File: src/rtl/seq_det_pkg.sv
// Shared definitions for the serial pattern detector: width helpers and the
// longest-matching-prefix search used by the next-state logic.
package seq_det_pkg;

  // Upper bound on pattern length supported by the prefix search.
  localparam int unsigned MaxLen  = 32;
  localparam int unsigned MaxIdxW = 5;

  // Default pattern length and the matching match_len width.
  localparam int unsigned DefLen  = 4;
  localparam int unsigned DefLenW = $clog2(DefLen + 1);

  // Width needed to hold a matched length 0..len.
  function automatic int unsigned len_width(input int unsigned len);
    return $clog2(len + 1);
  endfunction

  // Largest k <= min(valid, len) with hist[k-1:0] == pat[len-1 -: k]; 0 if none.
  // hist holds newest bit in bit 0; pat holds its first bit in bit len-1.
  function automatic int prefix_len(input logic [MaxLen-1:0] hist,
                                    input logic [MaxLen-1:0] pat,
                                    input int len,
                                    input int valid);
    int best;
    logic ok;
    logic [MaxIdxW-1:0] hi;
    logic [MaxIdxW-1:0] pi;
    best = 0;
    for (int k = 1; k <= MaxLen; k++) begin
      if (k <= valid && k <= len) begin
        ok = 1'b1;
        for (int i = 0; i < MaxLen; i++) begin
          if (i < k) begin
            hi = MaxIdxW'(i);
            pi = MaxIdxW'(len - k + i);
            if (hist[hi] != pat[pi]) ok = 1'b0;
          end
        end
        if (ok) best = k;
      end
    end
    return best;
  endfunction

endpackage

File: src/rtl/seq_det_next_state.sv
// Combinational next matched-length computation for the pattern detector.
module seq_det_next_state
  import seq_det_pkg::*;
#(
  parameter int unsigned LEN     = 4,
  parameter bit          OVERLAP = 1'b1,
  parameter int unsigned LW      = $clog2(LEN + 1)
) (
  input  logic [LEN-1:0] i_history,
  input  logic           i_x,
  input  logic [LEN-1:0] i_pattern,
  input  logic [LW-1:0]  i_state,
  output logic [LW-1:0]  o_next_state
);

  localparam logic [LW-1:0] LenVal = LW'(LEN);

  logic [LEN-1:0]    w_hist_next;
  logic [MaxLen-1:0] w_hist_pad;
  logic [MaxLen-1:0] w_pat_pad;
  int                w_valid;

  assign w_hist_next = {i_history[LEN-2:0], i_x};

  // Bound the search by how many history bits can belong to the current attempt.
  always_comb begin
    w_hist_pad = '0;
    w_pat_pad  = '0;
    w_hist_pad[LEN-1:0] = w_hist_next;
    w_pat_pad[LEN-1:0]  = i_pattern;
    if (!OVERLAP && i_state == LenVal) begin
      w_valid = 1;  // non-overlapping: only the new bit may start a match
    end else if (i_state == LenVal) begin
      w_valid = int'(LEN);
    end else begin
      w_valid = int'(i_state) + 1;
    end
    o_next_state = LW'(prefix_len(w_hist_pad, w_pat_pad, int'(LEN), w_valid));
  end

endmodule

File: src/rtl/seq_pattern_detector.sv
// Serial bit-pattern detector with runtime-loadable pattern and saturating match counter.
module seq_pattern_detector
  import seq_det_pkg::*;
#(
  parameter int unsigned      LEN     = 4,
  parameter logic [LEN-1:0]   PATTERN = LEN'(4'b1110),
  parameter bit               OVERLAP = 1'b1,
  parameter int unsigned      COUNT_W = 8
) (
  input  logic                       i_clock,
  input  logic                       i_reset,
  input  logic                       i_en,
  input  logic                       i_x,
  input  logic                       i_load,
  input  logic [LEN-1:0]             i_pattern_in,
  output logic                       o_y,
  output logic [$clog2(LEN+1)-1:0]   o_match_len,
  output logic [COUNT_W-1:0]         o_match_count
);

  localparam int unsigned   LW     = $clog2(LEN + 1);
  localparam logic [LW-1:0] LenVal = LW'(LEN);

  logic [LEN-1:0]     r_pattern;
  logic [LEN-1:0]     r_history;
  logic [LW-1:0]      r_state;
  logic [COUNT_W-1:0] r_count;
  logic               r_y;
  logic [LW-1:0]      w_next_state;

  seq_det_next_state #(
    .LEN     (LEN),
    .OVERLAP (OVERLAP),
    .LW      (LW)
  ) u_next_state (
    .i_history    (r_history),
    .i_x          (i_x),
    .i_pattern    (r_pattern),
    .i_state      (r_state),
    .o_next_state (w_next_state)
  );

  // Register update: reset beats load, load beats sampling; en=0 holds everything.
  always_ff @(posedge i_clock) begin
    if (i_reset) begin
      r_pattern <= PATTERN;
      r_history <= '0;
      r_state   <= '0;
      r_count   <= '0;
      r_y       <= 1'b0;
    end else if (i_load) begin
      r_pattern <= i_pattern_in;
      r_history <= '0;
      r_state   <= '0;
      r_y       <= 1'b0;
    end else if (i_en) begin
      r_history <= {r_history[LEN-2:0], i_x};
      r_state   <= w_next_state;
      r_y       <= (w_next_state == LenVal);
      if (w_next_state == LenVal && r_count != {COUNT_W{1'b1}}) begin
        r_count <= r_count + 1'b1;
      end
    end
  end

  assign o_y           = r_y;
  assign o_match_len   = r_state;
  assign o_match_count = r_count;

endmodule
File: config.mk
export PLATFORM = sky130hd
export DESIGN_NAME = seq_pattern_detector
export DESIGN_NICKNAME = d
export VERILOG_FILES = /design/src/rtl/seq_det_pkg.sv /design/src/rtl/seq_det_next_state.sv /design/src/rtl/seq_pattern_detector.sv
export SDC_FILE = /design/constraint.sdc
export NUM_CORES = 1
export LEC_CHECK = 0
export ABC_AREA = 0
export CORE_MARGIN = 1.5
export CORE_UTILIZATION = 40
export DETAILED_ROUTE_END_ITERATION = 6
export SKIP_CTS_REPAIR_TIMING = 1
export SYNTH_ARGS = -nofsm -noshare
export SYNTH_HDL_FRONTEND = slang
export SYNTH_SLANG_ARGS = --single-unit
File: constraint.sdc
create_clock -name i_clock -period 5.4 [get_ports i_clock]
set_clock_uncertainty 0.05 [all_clocks]
set_input_delay 0.81 -clock i_clock [delete_from_list [all_inputs] [get_ports i_clock]]
set_output_delay 0.81 -clock i_clock [all_outputs]
set_load 0.005 [all_outputs]
==> results of run 1 <==
==> through the flow <==
step                       util  power [mW]  std cells  area [µm²]
final                     0.527       0.248        169        1330
after global routing      0.527       0.263        169        1330
after CTS                 0.527       0.251        169        1330
after detailed placement  0.516       0.182        165        1300
after global placement    0.516       0.181        165        1300
after floorplan               -       0.171        121        1090
==> registers in the layout, summed over array words and instances, names as in the netlist <==
register       count
o_match_count      8
o_match_len        3
o_y                1
r_history          3
r_pattern          4
==> final timing paths <==
| path | slack, ns | to |
|---|---|---|
| min reg2reg | 0.44 | o_y |
| min | 0.44 | o_y |
| max | 2.89 | o_match_count[4] |
| max reg2reg | 3.29 | o_match_count[4] |
==> metal layers <==
| layer | vias to the layer above | global-route usage |
|---|---|---|
| met5 | - | 0 |
| met4 | 0 | 0.0894 |
| met3 | 2 | 0.0296 |
| met2 | 11 | 0.282 |
| met1 | 440 | 0.202 |
| li1 | 465 | - |
==> power by group through the flow <==
stage               Clock [mW]  Combinational [mW]  Sequential [mW]
finish                  0.0693              0.0310            0.147
global placement             0              0.0307            0.151
CTS                     0.0726              0.0315            0.147
floorplan                    0              0.0220            0.149
detailed placement           0              0.0314            0.151
global route            0.0801              0.0347            0.148
==> cells by family (layout without fill, tap and decap cells) <==
| kind of cell | Yosys count | in the layout | synth area share |
|---|---|---|---|
| mux | 12 | 12 | 0.118 |
| simple gates | 54 | 54 | 0.282 |
| fa+ha+maj | 3 | 3 | 0.0344 |
| flops | 19 | 19 | 0.349 |
| xor+xnor | 10 | 10 | 0.0804 |
| compound gates | 13 | 13 | 0.0976 |
| buf+inv | 10 | 28 | 0.0379 |
==> Yosys cell counts, types with 2 or more instances <==
library cell,number
nand2_1,3
a211o_1,4
nor2_1,15
nor2b_1,12
o211a_1,2
xnor2_1,3
mux2_1,5
nand3_1,6
dfxtp_1,19
xor2_1,7
buf_2,3
inv_1,4
mux2i_1,5
nand2b_1,2
mux2_2,2
ha_1,3
a211oi_1,2
nor4_1,6
clkbuf_1,3
==> worst max-delay path: stages <==
cell and delay, ns:
clkdlybuf4s50_1 0.61, xnor2_1 0.15, nand3_1 0.28, nor4_1 0.44
mux2_1 0.35
==> final cells by class <==
cell class | instances | area, µm²
Clock inverter | 1 | 5.00
Tap cell | 30 | 37.5
Timing Repair Buffer | 20 | 200
Fill cell | 251 | 1190
Multi-Input combinational cell | 92 | 668
Sequential cell | 19 | 380
Inverter | 4 | 15.0
Clock buffer | 3 | 22.5
==> run metrics, run 1 <==
Core Region 2520 µm²; largest net degree at the start of global routing 23; post-synthesis cell area 1090 µm²; Initial Util 0.432; Layout Nets 152; crit path kind in -> reg; Total Routing Usage GR 0.167; Main synth FF type dfxtp_1; Inserted Clock Buffers 3; WHS Path Cells 1; setup TNS 0 ns; commonest non-fill, non-tap cell in the layout clkdlybuf4s50_1; met2 WL post-DR 1.08 mm; hold path startpoint o_y; initial antenna violation count 0; Total Routed Length 2.18 mm; Sequential Power Share 0.595; GP Congestion 0.757; internal cell power 0.187 mW; PD cells 186 nW/µm²; Met1 Wirelength 1.04 mm; Crit path required time 5.54 ns; # setup viols final 0; mean post-synth cell area 9.01 µm²; HPWL after DPL 1.63 mm; fraction of layout instances using a drive strength above 1 0.0719; Placement Rows 18; crit share post-route 0.464; DRT Pass-1 Iters 4; Final Worst Setup Slack 2.89 ns; max_slew headroom 0.489; Worst setup EP type register; CTS tree done; first-pass GRT wire length 3.64 mm; switching power 0.0606 mW; die width 55.2 µm; depth of the worst register-to-register path 5; met3 wire len 55 µm; DR vias 918; asr flop ratio synth 0; Gate Count Post-Synth 121; Seq/Total Area, Yosys 0.349; WHS 0.444 ns; Net Sw Frac 0.245; dpl ws 2.57 ns; Crit Reg-Reg Startpoint o_match_len[0]; top sig layer met4; total die area 3050 µm²; unrepaired setup endpoints after global routing no; vias in the first global route 835; Routed Antenna Nets 0; root buf cell clkbuf_4; max-slew violation count 0; warnings from Yosys 0; vias per inst 5.43; EDFF count, synth 0; most frequent cells in the layout 20 x clkdlybuf4s50_1, 19 x dfxtp_1, 15 x nor2_1, 12 x nor2b_1, 7 x xor2_1; Clock Latency Late Sink 0.29 ns; Final Hold Violating Endpoints 0; CTS Sinks 19; Worst-Margin Slew 0.764 ns; Clk pin slew, worst setup/hold paths 0.10 ns; clock network power share 0.280; initial drt markers 11; Synth top area share 0.349; dominant cell type by area after synthesis dfxtp_1; Startpoint Class input pin; diode count 0; Peak Freq 399 MHz; synth-to-layout area growth 21.9%; HP Class reg -> reg; port bufs 20; LEAKAGE 0.504 nW; Critical Path AT 2.64 ns; MaxCap Viol Count 0; run status finished clean; H-tree depth 1; clock tree buffer depth 2; routed length per instance 12.9 µm; Yosys cell types 34; DRC 0; Yosys reg bits 19; syn_nets 133; Die Ht 55.2 µm; maximum VDD drop 112 µV; Comb power frac 0.125; I/O pin count 21; Tmin final 2.51 ns; critical path launch point i_x; Area contributors post-synth dfxtp_1 35%, nor2b_1 6.9%, xor2_1 5.6%; worst-path fanout max 8; Remaining Overflow, GRT 0
(Power assumes the default switching activity.)
==> inputs of run 2 (changes only) <==
Clock period 5.4 ns to 2.57 ns, I/O delays scaled along.
==> run metrics, run 2 (synthesis gave the netlist of run 1 again) <==
maximum VDD drop 216 µV; Comb power frac 0.135; Worst setup EP type register; DRT Pass-1 Iters 4; Final Hold Violating Endpoints 0; Post-Layout Inst Area 1360 µm²; max_slew headroom 0.606; commonest non-fill, non-tap cell in the layout clkdlybuf4s50_1; worst-path fanout max 9; clock tree buffer depth 2; Total Routing Usage GR 0.177; GP Congestion 0.793; Pwr Total 0.527 mW; unrepaired setup endpoints after global routing no; synth-to-layout area growth 24.6%; Sequential Power Share 0.588; number of flip-flops in the largest register 8; Net Sw Frac 0.242; Critical Path AT 2.21 ns; crit path kind reg -> reg; root buf cell clkbuf_4; Startpoint Class register; worst path bufs/invs 0; fin util 0.538; Tmin final 2.08 ns; vias in the first global route 913; Peak Freq 481 MHz; Critical R2R Capture o_match_count[4]; depth of the worst register-to-register path 5; HP Class reg -> reg; Fillers 252; DRC 0; largest net degree at the start of global routing 23; max-slew violation count 0; Placement Rows 18; initial antenna violation count 0; MaxCap Viol Count 0; initial drt markers 11; Crit Reg-Reg Startpoint o_match_len[0]; die width 55.2 µm; CP peak stage delay 0.40 ns; CTS tree done; CP Depth 5; total die area 3050 µm²; Die Ht 55.2 µm; Top delay family on crit path simple AND/OR/NAND/NOR gates; Clock Latency Late Sink 0.29 ns; run status finished clean; LEAKAGE 0.520 nW; Remaining Overflow, GRT 0; Core Region 2520 µm²; vias per inst 5.31; PD cells 388 nW/µm²; diode count 0; DR vias 918; fraction of layout instances using a drive strength above 1 0.0909; Worst-Margin Slew 0.588 ns; crit share post-route 0.808; switching power 0.128 mW; # setup viols final 0; Inserted Clock Buffers 3; internal cell power 0.400 mW; Clk pin slew, worst setup/hold paths 0.10 ns; H-tree depth 1; CTS Sinks 19; clock network power share 0.278; Crit path required time 2.70 ns; Initial Util 0.432; WHS Path Cells 1; WHS 0.444 ns; placed inst area 1330 µm²; Total Routed Length 2.30 mm; I/O pin count 21; Routed Antenna Nets 0; reg2reg setup slack 0.49 ns; worst-path cell chain ha_1 -> and3b_1 -> a211o_2 -> nor4_1 -> mux2_1; routed length per instance 13.3 µm; Worst path slowest cell dfxtp_1; HPWL after DPL 1.71 mm; Layout Nets 156; hold path startpoint o_y; worst hold endpoint o_y; port bufs 20; setup TNS 0 ns; most frequent cells in the layout 20 x clkdlybuf4s50_1, 19 x dfxtp_1, 15 x nor2_1, 12 x nor2b_1, 7 x xor2_1; first-pass GRT wire length 3.84 mm
==> run 2: cell count changes in the layout (fill, tap and decap cells not counted) <==
cell / delta
clkbuf_1: +1
clkinv_2: -1
buf_4: +4
==> run 2: final cells by class <==
class / instances / area, µm² / area share
well taps: 30 / 37.5 / 0.0276
inverters: 4 / 15.0 / 0.0111
multi-input cells: 92 / 668 / 0.492
repair buffers: 24 / 230 / 0.170
clock buffers: 4 / 26.3 / 0.0194
flip-flops and latches: 19 / 380 / 0.280
==> run 2: metal layers <==
metal  wire (µm)  up-vias  share of wire  global-route usage
li1            -      473              -                   -
met1        1040      428           0.45               0.194
met2        1170       13           0.51               0.323
met3          59        4          0.026              0.0376
met4          30        0          0.013              0.0813
met5           0        -              0                   0
==> run 2: metrics by stage <==
stage / cells / setup slack [ns]
2_1_floorplan: 121 / 0.664
3_3_place_gp: 169 / 0.310
3_5_place_dp: 169 / 0.290
4_1_cts: 173 / 0.483
5_1_grt: 173 / 0.379
6_report: 173 / 0.493
==> run 2: power groups by stage <==
stage / Sequential (mW) / Combinational, mW / Clock (mW)
6_report: 0.310 / 0.0711 / 0.146
5_1_grt: 0.311 / 0.0784 / 0.168
4_1_cts: 0.310 / 0.0717 / 0.155
3_5_place_dp: 0.316 / 0.0712 / 0
3_3_place_gp: 0.316 / 0.0694 / 0
2_1_floorplan: 0.313 / 0.0463 / 0
==> run 2: worst max-delay path by stage <==
stage | start | slack [ns] | to
floorplan | o_match_len[0] | 0.66 | o_match_count[3]
global route | o_match_len[0] | 0.38 | o_match_count[2]
detailed placement | i_x | 0.29 | o_match_count[4]
CTS | o_match_len[0] | 0.48 | o_match_count[4]
finish | o_match_len[0] | 0.49 | o_match_count[4]
global placement | i_x | 0.31 | o_match_count[4]
==> inputs of run 3 (changes only) <==
Settings changed: PLACE_DENSITY set to 0.67.
Clock period 2.57 ns to 1.7 ns, I/O delays scaled along.
==> run metrics, run 3 (synthesis gave the netlist of run 1 again) <==
largest net degree at the start of global routing 21; maximum VDD drop 495 µV; HP Class reg -> reg; Worst setup EP type register; Peak Freq 515 MHz; Placement Rows 18; GP Congestion 0.808; Post-Layout Inst Area 1600 µm²; failing checks negative setup slack; LEAKAGE 0.642 nW; DRC 0; max_slew headroom 0.637; Clock Latency Late Sink 0.29 ns; initial antenna violation count 0; CP peak stage delay 0.39 ns; HPWL after DPL 1.84 mm; Total Routed Length 2.46 mm; CTS tree done; routed length per instance 13.0 µm; Final Hold Violating Endpoints 0; max-slew violation count 0; number of flip-flops in the largest register 8; fin util 0.635; H-tree depth 1; Tmin final 1.94 ns; initial drt markers 13; depth of the worst register-to-register path 7; Routed Antenna Nets 0; Final Worst Setup Slack -0.241 ns; placed inst area 1500 µm²; # setup viols final 8; Startpoint Class register; Core Region 2520 µm²; vias per inst 5.19; hold path startpoint o_y; first-pass GRT wire length 3.84 mm; commonest non-fill, non-tap cell in the layout clkdlybuf4s50_1; port bufs 20; Clk pin slew, worst setup/hold paths 0.10 ns; Critical R2R Capture o_match_count[4]; WHS Path Cells 1; run status complete, but fails checks; diode count 0; Worst path slowest cell a211o_4; Inserted Clock Buffers 3; Die Ht 55.2 µm; clock tree buffer depth 2; worst-path cell chain inv_2 -> ha_4 -> and3b_2 -> a211o_4 -> buf_12 -> nor4_2 -> mux2_1; I/O pin count 21; Fillers 225; die width 55.2 µm; Total Routing Usage GR 0.181; reg2reg setup slack -0.24 ns; worst hold endpoint o_y; PD cells 516 nW/µm²; Remaining Overflow, GRT 0; worst-path fanout max 6; root buf cell clkbuf_4; Crit Reg-Reg Startpoint o_match_len[0]; crit path kind reg -> reg; vias in the first global route 907; DRT Pass-1 Iters 4; total die area 3050 µm²; Critical Path AT 2.08 ns; Layout Nets 172; Initial Util 0.432; most frequent cells in the layout 20 x clkdlybuf4s50_1, 18 x buf_4, 17 x dfxtp_1, 15 x nor2_1, 12 x nor2b_1; crit share post-route 1.14; MaxCap Viol Count 0; fraction of layout instances using a drive strength above 1 0.264; synth-to-layout area growth 47.1%; CTS Sinks 19; WHS 0.455 ns; unrepaired setup endpoints after global routing yes; Crit path required time 1.84 ns; DR vias 981; Worst-Margin Slew 0.544 ns
run 3: report_power, final:
part | total, mW | switching [mW] | internal (mW)
sequential | 0.461 | 0.00884 | 0.452
combinational | 0.138 | 0.0623 | 0.0756
clock | 0.227 | 0.136 | 0.0914
total | 0.827 | 0.207 | 0.619
run 3: final cells by class:
type | count | area, µm² | area share
multi-input combinational | 92 | 758 | 0.473
clock buffer | 4 | 26.3 | 0.0164
sequential | 19 | 388 | 0.242
tap | 30 | 37.5 | 0.0234
inverter | 4 | 17.5 | 0.0109
timing repair buffer | 40 | 375 | 0.234
run 3: worst max path at each step:
| stage | slack, ns | to | start |
|---|---|---|---|
| after CTS | -0.25 | o_match_count[2] | o_match_len[0] |
| after floorplan | -0.14 | o_match_count[7] | o_match_len[0] |
| after global placement | -0.29 | o_match_count[2] | i_x |
| after detailed placement | -0.33 | o_match_count[2] | i_x |
| after global routing | -0.29 | o_match_count[6] | o_match_len[1] |
| final | -0.24 | o_match_count[4] | o_match_len[0] |
run 3: layer usage:
| metal | global-route usage | routed length (µm) | up-vias |
|---|---|---|---|
| met5 | 0 | 0 | - |
| met4 | 0.0854 | 31 | 0 |
| met3 | 0.0323 | 58 | 4 |
| met2 | 0.317 | 1240 | 15 |
| met1 | 0.212 | 1120 | 462 |
| li1 | - | - | 500 |
run 3: metrics by stage:
step	TNS, ns	instances	power [mW]	setup WS [ns]
CTS	-1.27	186	0.834	-0.251
global placement	-2.37	182	0.601	-0.295
floorplan	-0.545	121	0.546	-0.141
finish	-1.60	189	0.827	-0.241
detailed placement	-2.48	182	0.606	-0.326
global route	-2.32	189	0.869	-0.291
run 3: worst max-delay path, delay by kind of cell (launching register included):
family | cells | cell delay [ns]
flops | 1 | 0.37
buf+inv | 2 | 0.21
compound gates | 1 | 0.39
fa+ha+maj | 1 | 0.11
mux | 1 | 0.35
simple gates | 2 | 0.36
